### config.mk
export PLATFORM = sky130hd
export DESIGN_NAME = div_scheduler_flat
export DESIGN_NICKNAME = d
export VERILOG_FILES = /design/src/rtl/div_scheduler_if.sv /design/src/rtl/div_scheduler.sv /design/src/flat_wrapper.sv
export SDC_FILE = /design/constraint.sdc
export NUM_CORES = 1
export LEC_CHECK = 0
export BUFFER_PORTS_ARGS = -buffer_cell sky130_fd_sc_hd__buf_2
export CAP_MARGIN = 25
export CORE_UTILIZATION = 51
export CTS_BUF_LIST = sky130_fd_sc_hd__clkbuf_4 sky130_fd_sc_hd__clkbuf_8
export CTS_CLUSTER_DIAMETER = 100
export DETAILED_ROUTE_END_ITERATION = 10
export GPL_ROUTABILITY_DRIVEN = 0
export HOLD_SLACK_MARGIN = 0.06
export PLACE_DENSITY = 0.85
export SYNTH_ARGS = -nofsm -noshare
export SYNTH_HDL_FRONTEND = slang
export SYNTH_SLANG_ARGS = --single-unit
### constraint.sdc
create_clock -name clk -period 2.12 [get_ports clk]
set_clock_uncertainty 0.15 [all_clocks]
set_input_delay 0.636 -clock clk [delete_from_list [all_inputs] [get_ports clk]]
set_output_delay 0.636 -clock clk [all_outputs]
set_load 0.1 [all_outputs]
### src/rtl/div_scheduler_if.sv
// Requester/result bundle for the two-port shared divider.
// The master side drives requests and operands; the slave side is the divider.
interface div_scheduler_if #(
    parameter int WIDTH = 4
);
    logic             req0;
    logic             req1;
    logic [WIDTH-1:0] A0;
    logic [WIDTH-1:0] B0;
    logic [WIDTH-1:0] A1;
    logic [WIDTH-1:0] B1;
    logic             ack0;
    logic             ack1;
    logic             busy;
    logic             done;
    logic             done_id;
    logic [WIDTH-1:0] S;
    logic [WIDTH-1:0] R;
    logic             divzero;

    modport master (
        output req0, req1, A0, B0, A1, B1,
        input  ack0, ack1, busy, done, done_id, S, R, divzero
    );

    modport slave (
        input  req0, req1, A0, B0, A1, B1,
        output ack0, ack1, busy, done, done_id, S, R, divzero
    );
endinterface

### src/rtl/div_scheduler.sv
// Two-requester round-robin scheduler around a restoring divider.
// One quotient bit per cycle; divide-by-zero is resolved at capture.
module div_scheduler #(
    parameter int WIDTH = 4
) (
    input logic            clk,
    input logic            reset,
    div_scheduler_if.slave bus
);
    localparam int CW = $clog2(WIDTH) + 1;

    typedef enum logic [1:0] {
        IDLE = 2'd0,
        RUN  = 2'd1,
        DONE = 2'd2
    } state_t;

    state_t           state_q, state_d;
    logic [WIDTH-1:0] quo_q, quo_d;
    logic [WIDTH-1:0] div_q, div_d;
    logic [WIDTH:0]   rem_q, rem_d;
    logic [CW-1:0]    cnt_q, cnt_d;
    logic             id_q, id_d;
    logic             last_q, last_d;
    logic             ack0_q, ack0_d;
    logic             ack1_q, ack1_d;
    logic [WIDTH-1:0] s_q, s_d;
    logic [WIDTH-1:0] r_q, r_d;
    logic             dz_q, dz_d;
    logic             did_q, did_d;

    logic             any_req;
    logic             grant1;
    logic [WIDTH-1:0] cap_a;
    logic [WIDTH-1:0] cap_b;
    logic [WIDTH:0]   trial;
    logic             qbit;
    logic [WIDTH:0]   rem_next;
    logic [WIDTH-1:0] quo_next;
    logic             last_iter;
    logic             busy;
    logic             done;

    // Round-robin grant: on a tie the requester not served last wins.
    always_comb begin
        any_req = bus.req0 | bus.req1;
        grant1  = bus.req1 & (~bus.req0 | ~last_q);
        cap_a   = grant1 ? bus.A1 : bus.A0;
        cap_b   = grant1 ? bus.B1 : bus.B0;
    end

    // One restoring shift-subtract step, dividend bits fed MSB first.
    always_comb begin
        trial     = {rem_q[WIDTH-1:0], quo_q[WIDTH-1]};
        qbit      = (trial >= {1'b0, div_q});
        rem_next  = qbit ? (trial - {1'b0, div_q}) : trial;
        quo_next  = {quo_q[WIDTH-2:0], qbit};
        last_iter = (cnt_q == CW'(WIDTH - 1));
    end

    // State register.
    always_ff @(posedge clk or negedge reset) begin
        if (!reset) state_q <= IDLE;
        else        state_q <= state_d;
    end

    // Next-state logic.
    always_comb begin
        state_d = state_q;
        unique case (state_q)
            IDLE: begin
                if (any_req) state_d = (cap_b == '0) ? DONE : RUN;
            end
            RUN: begin
                if (last_iter) state_d = DONE;
            end
            DONE:    state_d = IDLE;
            default: state_d = IDLE;
        endcase
    end

    // FSM outputs decoded from the current state.
    always_comb begin
        busy = (state_q != IDLE);
        done = (state_q == DONE);
    end

    // Datapath next values: capture, iterate, publish result.
    always_comb begin
        quo_d  = quo_q;
        div_d  = div_q;
        rem_d  = rem_q;
        cnt_d  = cnt_q;
        id_d   = id_q;
        last_d = last_q;
        ack0_d = 1'b0;
        ack1_d = 1'b0;
        s_d    = s_q;
        r_d    = r_q;
        dz_d   = dz_q;
        did_d  = did_q;
        unique case (state_q)
            IDLE: begin
                if (any_req) begin
                    quo_d  = cap_a;
                    div_d  = cap_b;
                    rem_d  = '0;
                    cnt_d  = '0;
                    id_d   = grant1;
                    last_d = grant1;
                    ack0_d = ~grant1;
                    ack1_d = grant1;
                    if (cap_b == '0) begin
                        s_d   = '1;
                        r_d   = cap_a;
                        dz_d  = 1'b1;
                        did_d = grant1;
                    end
                end
            end
            RUN: begin
                quo_d = quo_next;
                rem_d = rem_next;
                cnt_d = cnt_q + CW'(1);
                if (last_iter) begin
                    cnt_d = '0;
                    s_d   = quo_next;
                    r_d   = rem_next[WIDTH-1:0];
                    dz_d  = 1'b0;
                    did_d = id_q;
                end
            end
            DONE:    ;
            default: ;
        endcase
    end

    // Datapath and result registers.
    always_ff @(posedge clk or negedge reset) begin
        if (!reset) begin
            quo_q  <= '0;
            div_q  <= '0;
            rem_q  <= '0;
            cnt_q  <= '0;
            id_q   <= 1'b0;
            last_q <= 1'b1;
            ack0_q <= 1'b0;
            ack1_q <= 1'b0;
            s_q    <= '0;
            r_q    <= '0;
            dz_q   <= 1'b0;
            did_q  <= 1'b0;
        end else begin
            quo_q  <= quo_d;
            div_q  <= div_d;
            rem_q  <= rem_d;
            cnt_q  <= cnt_d;
            id_q   <= id_d;
            last_q <= last_d;
            ack0_q <= ack0_d;
            ack1_q <= ack1_d;
            s_q    <= s_d;
            r_q    <= r_d;
            dz_q   <= dz_d;
            did_q  <= did_d;
        end
    end

    assign bus.ack0    = ack0_q;
    assign bus.ack1    = ack1_q;
    assign bus.busy    = busy;
    assign bus.done    = done;
    assign bus.done_id = did_q;
    assign bus.S       = s_q;
    assign bus.R       = r_q;
    assign bus.divzero = dz_q;
endmodule

### src/flat_wrapper.sv
// flat-port wrapper written by rule: the top's interface ports become plain ports
module div_scheduler_flat 
#(
    parameter int WIDTH = 4
)
  (clk, reset, bus_req0, bus_req1, bus_A0, bus_B0, bus_A1, bus_B1, bus_ack0, bus_ack1, bus_busy, bus_done, bus_done_id, bus_S, bus_R, bus_divzero);
  div_scheduler_if #(.WIDTH(WIDTH)) bus_i ();
  input logic clk;
  input logic reset;
  input wire logic [$bits(bus_i.req0)-1:0] bus_req0;
  input wire logic [$bits(bus_i.req1)-1:0] bus_req1;
  input wire logic [$bits(bus_i.A0)-1:0] bus_A0;
  input wire logic [$bits(bus_i.B0)-1:0] bus_B0;
  input wire logic [$bits(bus_i.A1)-1:0] bus_A1;
  input wire logic [$bits(bus_i.B1)-1:0] bus_B1;
  output wire logic [$bits(bus_i.ack0)-1:0] bus_ack0;
  output wire logic [$bits(bus_i.ack1)-1:0] bus_ack1;
  output wire logic [$bits(bus_i.busy)-1:0] bus_busy;
  output wire logic [$bits(bus_i.done)-1:0] bus_done;
  output wire logic [$bits(bus_i.done_id)-1:0] bus_done_id;
  output wire logic [$bits(bus_i.S)-1:0] bus_S;
  output wire logic [$bits(bus_i.R)-1:0] bus_R;
  output wire logic [$bits(bus_i.divzero)-1:0] bus_divzero;
  assign bus_i.req0 = bus_req0;
  assign bus_i.req1 = bus_req1;
  assign bus_i.A0 = bus_A0;
  assign bus_i.B0 = bus_B0;
  assign bus_i.A1 = bus_A1;
  assign bus_i.B1 = bus_B1;
  assign bus_ack0 = bus_i.ack0;
  assign bus_ack1 = bus_i.ack1;
  assign bus_busy = bus_i.busy;
  assign bus_done = bus_i.done;
  assign bus_done_id = bus_i.done_id;
  assign bus_S = bus_i.S;
  assign bus_R = bus_i.R;
  assign bus_divzero = bus_i.divzero;
  div_scheduler #(.WIDTH(WIDTH)) u_core (.clk(clk), .reset(reset), .bus(bus_i));
endmodule
======== Yosys cells after proc, flatten, opt, wreduce, memory -nomap -nowiden ========
Index checks and enable logic that the tools add are counted.
operators by class
  add/sub/neg operators ................... 2
  $mul .................................... 0
  divide/modulo/power cells ............... 0
  $lt $le $gt $ge ......................... 1
  equality and inequality tests ........... 6
  shift operators ......................... 0
  mux-type cells .......................... 34
  bitwise gates (word level) .............. 6
  reduce and logical (&&, ||, !) cells .... 8
operators by type and width
  kind                                                 count
  two-way mux 4 bit                                    11
  case mux 4 bit (2 select lines)                      4
  two-way mux 1 bit                                    10
  two-way mux 2 bit                                    3
  two-way mux 3 bit                                    2
  != test 2 x 1 -> 1 bit, second input constant        3
  case mux 3 bit (2 select lines)                      1
  AND reduction 2 bit                                  3
  greater-or-equal comparator 5 x 4 -> 1 bit           1
  logical NOT 4 bit                                    1
  case mux 1 bit (2 select lines)                      2
  case mux 2 bit (2 select lines)                      1
  AND reduction 4 bit                                  1
  nonzero test 2 bit                                   2
  subtractor 4 bit                                     1
  adder 3 x 1 -> 3 bit, second input constant          1
  equality test 3 x 2 -> 1 bit, second input constant  1
  NOT 1 bit                                            3
  equality test 2 x 1 -> 1 bit, second input constant  1
  equality test 2 bit, second input constant           1
  logical NOT 2 bit                                    1
  OR 1 bit                                             2
  AND 1 bit                                            1
storage, ports and cells
  register bits ........................... 31
  latch bits .............................. 0
  memory bits (writable) .................. 0
  memory bits (read-only) ................. 0
  bits of input ports ..................... 20
  output and inout bits ................... 14
  logic and storage cells ................. 70
  memories kept ........................... 0

======== Logic depth before layout (Yosys ltp) ========
Gate-level depths: netlist of the first run.
  depth after elaboration ................. 8
  gate-level depth with buffers ........... 7

======== Worst setup path before layout of the first run ========
OpenSTA, ideal clock, no wires.
  kind .................................... reg-to-output
  start ................................... register u_core.state_q[1]
  end ..................................... output port bus_done
  arrival ................................. 1772 ps
  setup slack ............................. -438 ps
  stages on the path, launching flop included .. 2
  path buffers ............................ 0
  cells stage by stage .................... dfrtp_1 nor2b_1
on the way
  longest elaborated chain between the ends .. 1
RTL lines
  element                 line                 source
  from (decl)             div_scheduler.sv:18  state_t state_q, state_d;
  from (signal assigned)  div_scheduler.sv:64  else state_q <= state_d;
  equality test 2 bit     div_scheduler.sv:85  done = (state_q == DONE);
  to (decl)               flat_wrapper.sv:19   output wire logic [$bits(bus_i.done)-1:0] bus_done;
No other way between the ends.

======== Final worst setup path of the first run ========
  start ................................... register u_core.div_q[2]
  end ..................................... register u_core.s_q[0] (netlist: u_core.bus.S[0])
on the way
  longest elaborated chain between the ends .. 3
RTL lines
  element                                     line                  source
  from (decl)                                 div_scheduler.sv:20   logic [WIDTH-1:0] div_q, div_d;
  from (signal assigned)                      div_scheduler.sv:155  div_q <= div_d;
  greater-or-equal comparator 5 x 4 -> 1 bit  div_scheduler.sv:55   qbit = (trial >= {1'b0, div_q});
  two-way mux 4 bit                           div_scheduler.sv:125  if (last_iter) begin
  case mux 4 bit (2 select lines)             div_scheduler.sv:102  unique case (state_q)
  to (signal assigned)                        div_scheduler.sv:149  s_q <= '0;
  to (signal assigned)                        div_scheduler.sv:162  s_q <= s_d;
  to (decl)                                   div_scheduler.sv:27   logic [WIDTH-1:0] s_q, s_d;
No other way between the ends. The select of a mux whose other input is x is not followed.
A chain may end at the register's enable or synchronous reset.

==> metrics.csv, run 1 <==
metric;value;unit
status;finished clean;
syn-num-nets;192;
ys_seq_elements;31;
dieArea;3632;µm²
dp_cells;251;
grt_pass1_wl;6334;µm
synth_ff_type;dfrtp_1;
grt_pass1_vias;1470;
final_common_cell;buf_2;
port_buffers;33;
routedWlPerCell;14.42;µm
dr_total_vias;1431;
slew_headroom;0.5483;
cts_max_level;2;
synth-xor-area-share;0.005058;
post-route-period-util;0.9775;
drive_gt1_frac;0.3548;
synth_top_area_share;0.4335;
synth_top_family_by_area;simple AND/OR/NAND/NOR gates;
worst_ep_required_time;2.18;ns
drc_errors;0;
critPathLaunchType;flip-flop;
final_cells;261;
drt_iter0_drc;49;
yosys.area.top_type;dfrtp_1;
synth_edf_count;0;
max_cap_viol_count;0;
dp_slack;-0.1894;ns
critPathMaxFanout;5;
drt-pass1-iter-count;4;
fin_ws;0.04779;ns
clock-sinks;31;
syn-cell-area;1732;µm²
clk_transition_reported_paths;0.10;ns
core_area;3128;µm²
synth.avg_cell_area;10.43;µm²
synthAdderAreaFrac;0.04769;
synth-simple-area-share;0.1749;
endpoint_kind;flip-flop;
synth-seq-area-share;0.4487;
hold_viol_final;0;
fmax;482.6;MHz
cts-buffers-inserted;5;
floorplan.die.height;60.27;µm
wl;3763;µm
vias_per_cell;5.483;
clk-insertion-delay-late;0.33;ns
report.final.slew_viol_count;0;
cts_tree;built;
cts_root_buffer;clkbuf_4;
antenna_found_initial;0;
antenna_cells;0;
grt_max_degree;32;
async_flop_share;1.000;
die_w;60.27;µm
synth_area_leaders;dfrtp_1, mux2_4, nand2_1;
final_nets;242;
setup-violations-final;0;
hpwl;2891;µm
layout_common_cells;buf_2, dfrtp_1, nand2_1;
synth_cell_types;48;
io_pins;34;
hp-class;input pin to asynchronous set/reset pin;
synthMuxAreaShare;0.1084;
postCtsHoldBufs;0;
initial_core_util;0.5536;
tightest_slew;0.6775;ns
area_delta_synth_final;21.68;%
cts_max_path_buffers;2;
drtAntennaViolNets;0;
rsz0062_at_grt;false;
fin_crit;2.072;ns
yosysWarnings;0;
hold_ws;0.1773;ns
synth_compound_area_frac;0.1684;
grt_overflow;0;
synthCells;166;
crit_type;flip-flop to flip-flop;
rows;20;
cp.arrival;2.13;ns
grt_usage;0.2421;
per-stage QoR:
stage / utilization / setup TNS [ns] / cell area (µm²)
after floorplan: - / 0 / 1734
final: 0.6736 / 0 / 2107
after detailed placement: 0.6468 / -0.5050 / 2023
after global routing: 0.6736 / 0 / 2107
after CTS: 0.6692 / 0 / 2093
after global placement: 0.6468 / -0.4584 / 2023
synth_stat cells (2+ instances only):
cell type,number
a211o_1,2
a21oi_1,5
a221oi_1,4
a32oi_1,4
and2_1,2
buf_2,2
clkbuf_1,2
dfrtp_1,30
ha_1,5
inv_1,11
mux2_2,2
mux2_4,6
mux2i_1,5
nand2_1,19
nand2b_1,5
nand3_1,7
nand4_1,3
nor2_1,7
nor3_1,4
nor4_1,2
o211ai_1,3
o21ai_0,10
routing by layer:
metal  share of wire  track usage
met1            0.45       0.2936
met2            0.51       0.4113
met3           0.033      0.05844
met4           0.014      0.09302
met5               0            0
timing repair:
action | in CTS | in global routing
gates resized for setup | 2 | 2
pin swaps | 0 | 1
buffers inserted | 1 | 1
endpoints found under the setup margin | 3 | 3
registers in the layout, indices dropped and copies added, names as in the netlist:
| register | cells |
|---|---|
| u_core.bus.divzero | 1 |
| u_core.div_q | 4 |
| u_core.bus.ack0 | 1 |
| u_core.quo_q | 4 |
| u_core.cnt_q | 3 |
| u_core.bus.ack1 | 1 |
| u_core.bus.R | 4 |
| u_core.last_q | 1 |
| u_core.rem_q | 4 |
| u_core.bus.done_id | 1 |
| u_core.id_q | 1 |
| u_core.bus.S | 4 |
| u_core.state_q | 2 |
logic make-up (layout without fill, tap and decap cells):
kind of cell,count (synthesis),count (layout)
buffers and inverters,17,68
xor gates and xnor gates,1,1
DFF,31,31
muxes,15,15
adders and majority gates,6,6
AOI/OAI and AO/OA,37,37
and+or+nand+nor,59,59
worst paths after layout:
kind / depth (start not counted) / slack (ns) / to / start
setup reg to reg: 6 / 0.05 / u_core.bus.S[0] / u_core.div_q[2]
setup / recovery: 6 / 0.05 / u_core.bus.S[0] / u_core.div_q[2]
min in group clk: 2 / 0.34 / u_core.div_q[3] / u_core.div_q[3]
max in group asynchronous: 1 / 1.19 / u_core.rem_q[2] / reset
hold reg to reg: 2 / 0.34 / u_core.div_q[3] / u_core.div_q[3]
hold / removal: 1 / 0.18 / u_core.cnt_q[1] / reset
worst max-delay path, stage by stage, from the launching register on:
cell and delay, ns:
dfrtp_1 0.37, inv_1 0.06, ha_1 0.21, or3_4 0.42, a211oi_4 0.34, o21ai_0 0.14, mux2_4 0.27
layout make-up:
cell class              instances  area (µm²)
clock inverters                 2       12.51
repair buffers                 48       282.8
multi-input cells             118       882.1
fillers                       257        1021
clock buffers                   6       45.04
flip-flops and latches         31       777.0
well taps                      44       55.05
inverters                      12       52.55
Power of run 1 is left out: the tool's default activity adds up to more than one toggle a clock period on the data nets, which glitch-free logic cannot reach.
==> run 2: changes to the inputs <==
Settings changed: CORE_ASPECT_RATIO set to 0.5, CORE_MARGIN set to 1.5, MAX_ROUTING_LAYER set to met4.
==> metrics.csv, run 2 (synthesis gave the netlist of run 1 again) <==
metric;value;unit;change
final_common_cell;buf_2;;
vias_per_cell;5.907;;+7.7%
finish.utilization;0.6890;;+0.01541
status;finished clean;;
clk_transition_reported_paths;0.07;ns;-0.03 ns
rows;14;;-30%
path_delay_family;compound AO/OA/AOI/OAI gates;;
cts_root_buffer;clkbuf_8;;
rsz0062_at_grt;false;;
cts_max_path_buffers;2;;unchanged
final.setup.tns;0;ns;unchanged
max_stage_delay;0.37;ns;-0.05 ns
routedWlPerCell;16.46;µm;+14%
clock-sinks;31;;unchanged
drt_iter0_drc;146;;+200%
grt_util_met2;0.4063;;-0.005004
tightest_slew;0.6915;ns;+0.01405 ns
antenna_found_initial;0;;unchanged
crit_buf_inv;1;;unchanged
antenna_cells;0;;unchanged
max_cap_viol_count;0;;unchanged
area_delta_synth_final;24.06;%;
rrSetupSlack;0.1;ns;+0.05 ns
cp.arrival;2.05;ns;-0.08 ns
drc_errors;0;;unchanged
clk-insertion-delay-late;0.29;ns;-0.04 ns
drtAntennaViolNets;0;;unchanged
cts-buffers-inserted;5;;unchanged
grtUsageMet3;0.07463;;+0.01619
drive_gt1_frac;0.3548;;unchanged
seqCellArea;777.0;µm²;unchanged
grt_max_degree;32;;unchanged
critPathMaxFanout;5;;unchanged
dieArea;3775;µm²;+3.9%
port_buffers;33;;unchanged
cts_tree;built;;
post-route-period-util;0.9543;;-0.02320
slew_headroom;0.5390;;-0.009369
nFillCells;227;;-12%
hpwl;3150;µm;+8.9%
crit_path_cell_trace;inv_1 -> ha_1 -> nand2b_2 -> a211oi_4 -> o21ai_0 -> mux2_4;;
fmax;494.3;MHz;+2.4%
grt_overflow;0;;unchanged
wl;4231;µm;+12%
grt_usage;0.2559;;+0.01376
endpoint_kind;flip-flop;;
fin_crit;2.023;ns;-0.04919 ns
hold_ws;0.2300;ns;+0.05268 ns
busiest_layer;met2;;
crit_path_top_delay_cell;dfrtp_1;;
initial_core_util;0.5554;;+0.001777
multiInputGateArea;882.1;µm²;unchanged
dr_total_vias;1518;;+6.1%
hp-class;input pin to asynchronous set/reset pin;;
final_nets;242;;unchanged
grt_pass1_wl;6913;µm;+9.1%
cts_max_level;2;;unchanged
report.final.slew_viol_count;0;;unchanged
grt_pass1_vias;1441;;-2.0%
crit_type;flip-flop to flip-flop;;
drt-pass1-iter-count;4;;unchanged
hold_viol_final;0;;unchanged
layout_common_cells;buf_2, dfrtp_1, nand2_1;;
worst_ep_required_time;2.14;ns;-0.04 ns
io_pins;34;;unchanged
critPathLaunchType;flip-flop;;
core_area;3118;µm²;-0.32%
die_w;85.41;µm;+42%
met1_usage;0.3216;;+0.02793
floorplan.die.height;44.21;µm;-27%
setup-violations-final;0;;unchanged
==> run 2: metal layers <==
| metal | vias up | wire length (µm) |
|---|---|---|
| met2 | 64 | 2031 |
| met1 | 737 | 1834 |
| li1 | 707 | - |
| met4 | 0 | 75 |
| met3 | 10 | 290 |
| met5 | - | 0 |
==> run 2: layout make-up <==
class                   count  share of cell area
multi-input cells         118              0.4106
clock buffers               8             0.04834
repair buffers             48              0.1316
inverters                  12             0.02446
well taps                  40             0.02330
flip-flops and latches     31              0.3617
==> run 2: through the flow <==
step	instances	setup WS [ns]	area, µm²
detailed placement	248	-0.09604	2026
global route	257	0.003339	2148
global placement	248	-0.1194	2026
finish	257	0.09698	2148
CTS	256	0.01273	2130
floorplan	166	0.07829	1734
==> run 2: path summary, 6_finish.rpt <==
check	endpoint	startpoint	cells past startpoint
min in group clk	u_core.div_q[2]	u_core.div_q[2]	2
max in group asynchronous	u_core.bus.S[3]	reset	1
worst min register to register	u_core.div_q[2]	u_core.div_q[2]	2
worst min-delay path	u_core.bus.ack1	reset	1
worst max-delay path	u_core.bus.S[0]	u_core.quo_q[3]	6
worst max register to register	u_core.bus.S[0]	u_core.quo_q[3]	6
==> run 2: what timing repair did <==
action | CTS | global route
hold buffers | 0 | 0
endpoints found under the setup margin | 0 | 6
setup buffers | 0 | 1
resized for setup | 0 | 4
hold endpoints to repair | 0 | 0
Power of run 2 is left out for the same reason.
==> run 3: changes to the inputs <==
Settings changed: RECOVER_POWER set to 25.
==> metrics.csv, run 3 (synthesis gave the netlist of run 1 again) <==
metric;value;unit;change
status;finished clean;;
drt-pass1-iter-count;4;;unchanged
antenna_cells;0;;unchanged
drc_errors;0;;unchanged
core_area;3118;µm²;unchanged
grt_max_degree;32;;unchanged
hpwl;3150;µm;unchanged
dp_slack;-0.09604;ns;unchanged
endpoint_kind;flip-flop;;
hold_viol_final;0;;unchanged
final_nets;242;;unchanged
critPathMaxFanout;5;;unchanged
cts-buffers-inserted;5;;unchanged
cts_max_path_buffers;2;;unchanged
area_delta_synth_final;24.06;%;unchanged
nFillCells;227;;unchanged
dieArea;3775;µm²;unchanged
grtUsageMet3;0.07463;;unchanged
critPathLaunchType;flip-flop;;
initial_core_util;0.5554;;unchanged
clock-sinks;31;;unchanged
fin_crit;2.023;ns;unchanged
cts_tree;built;;
port_buffers;33;;unchanged
setup-violations-final;0;;unchanged
path_delay_family;compound AO/OA/AOI/OAI gates;;
slew_headroom;0.4838;;-0.05521
grt_pass1_wl;6913;µm;unchanged
crit_path_top_delay_cell;dfrtp_1;;
hp-class;input pin to asynchronous set/reset pin;;
report.final.slew_viol_count;0;;unchanged
antenna_found_initial;0;;unchanged
dr_total_vias;1518;;unchanged
io_pins;34;;unchanged
grt_util_met2;0.4063;;unchanged
crit_path_cell_trace;inv_1 -> ha_1 -> nand2b_2 -> a211oi_4 -> o21ai_0 -> mux2_4;;
drive_gt1_frac;0.3548;;unchanged
max_cap_viol_count;0;;unchanged
fmax;494.3;MHz;unchanged
crit_buf_inv;1;;unchanged
floorplan.die.height;44.21;µm;unchanged
max_stage_delay;0.37;ns;about the same
rsz0062_at_grt;false;;
crit_type;flip-flop to flip-flop;;
tightest_slew;0.7744;ns;+0.08282 ns
post-route-period-util;0.9543;;unchanged
vias_per_cell;5.907;;unchanged
die_w;85.41;µm;unchanged
routedWlPerCell;16.47;µm;about the same
wl;4233;µm;about the same
grt_overflow;0;;unchanged
grt_usage;0.2559;;unchanged
cts_max_level;2;;unchanged
layout_common_cells;buf_2, dfrtp_1, nand2_1;;
hold_ws;0.2562;ns;+0.02618 ns
drtAntennaViolNets;0;;unchanged
worst_ep_required_time;2.14;ns;about the same
clk_transition_reported_paths;0.07;ns;about the same
cp.arrival;2.05;ns;about the same
clk-insertion-delay-late;0.29;ns;about the same
rows;14;;unchanged
fin_ws;0.09698;ns;unchanged
met1_usage;0.3216;;unchanged
grt_pass1_vias;1441;;unchanged
cts_root_buffer;clkbuf_8;;
drt_iter0_drc;145;;-0.68%
busiest_layer;met2;;
## run 3: cell count changes in the layout (fill, tap and decap cells not counted), sizes merged
cell / previous run / this run
buf: 46 / 45
clkbuf: 10 / 11
## run 3: what timing repair did
action,CTS,global route
gates resized for setup,0,4
setup endpoints to repair,0,6
hold buffers,0,0
setup buffers,0,1
## run 3: path summary, 6_finish.rpt
check / start / end / slack (ns) / depth (start not counted)
setup / recovery: u_core.quo_q[3] / u_core.bus.S[0] / 0.1 / 6
hold / removal: reset / u_core.bus.ack1 / 0.26 / 1
hold reg to reg: u_core.div_q[2] / u_core.div_q[2] / 0.33 / 2
setup reg to reg: u_core.quo_q[3] / u_core.bus.S[0] / 0.1 / 6
max in group asynchronous: reset / u_core.bus.S[3] / 1.06 / 1
min in group clk: u_core.div_q[2] / u_core.div_q[2] / 0.33 / 2
## run 3: per-layer routing
metal,routed length [µm],vias up
met1,1835,737
li1,-,707
met4,75,0
met3,290,10
met5,0,-
met2,2031,64
## run 3: stage by stage
step                      std cells  utilization  cell area, µm²  setup TNS [ns]
after floorplan                 166            -            1734               0
after global placement          248       0.6497            2026         -0.2009
after CTS                       256       0.6830            2130               0
final                           257       0.6890            2148               0
after detailed placement        248       0.6497            2026         -0.5128
after global routing            257       0.6890            2148               0
## run 3: final cells by class
cell class              count  area [µm²]  area share
clock buffers               8       103.9     0.04834
inverters                  12       52.55     0.02446
multi-input cells         118       882.1      0.4106
flip-flops and latches     31       777.0      0.3617
well taps                  40       50.05     0.02330
repair buffers             48       282.8      0.1316
## run 3: worst register-to-register path, cell delays in order, from the launching register on
cell	delay [ns]
dfrtp_1	0.37
inv_1	0.06
ha_1	0.29
nand2b_2	0.23
a211oi_4	0.36
o21ai_0	0.15
mux2_4	0.29
Power of run 3 is left out for the same reason.
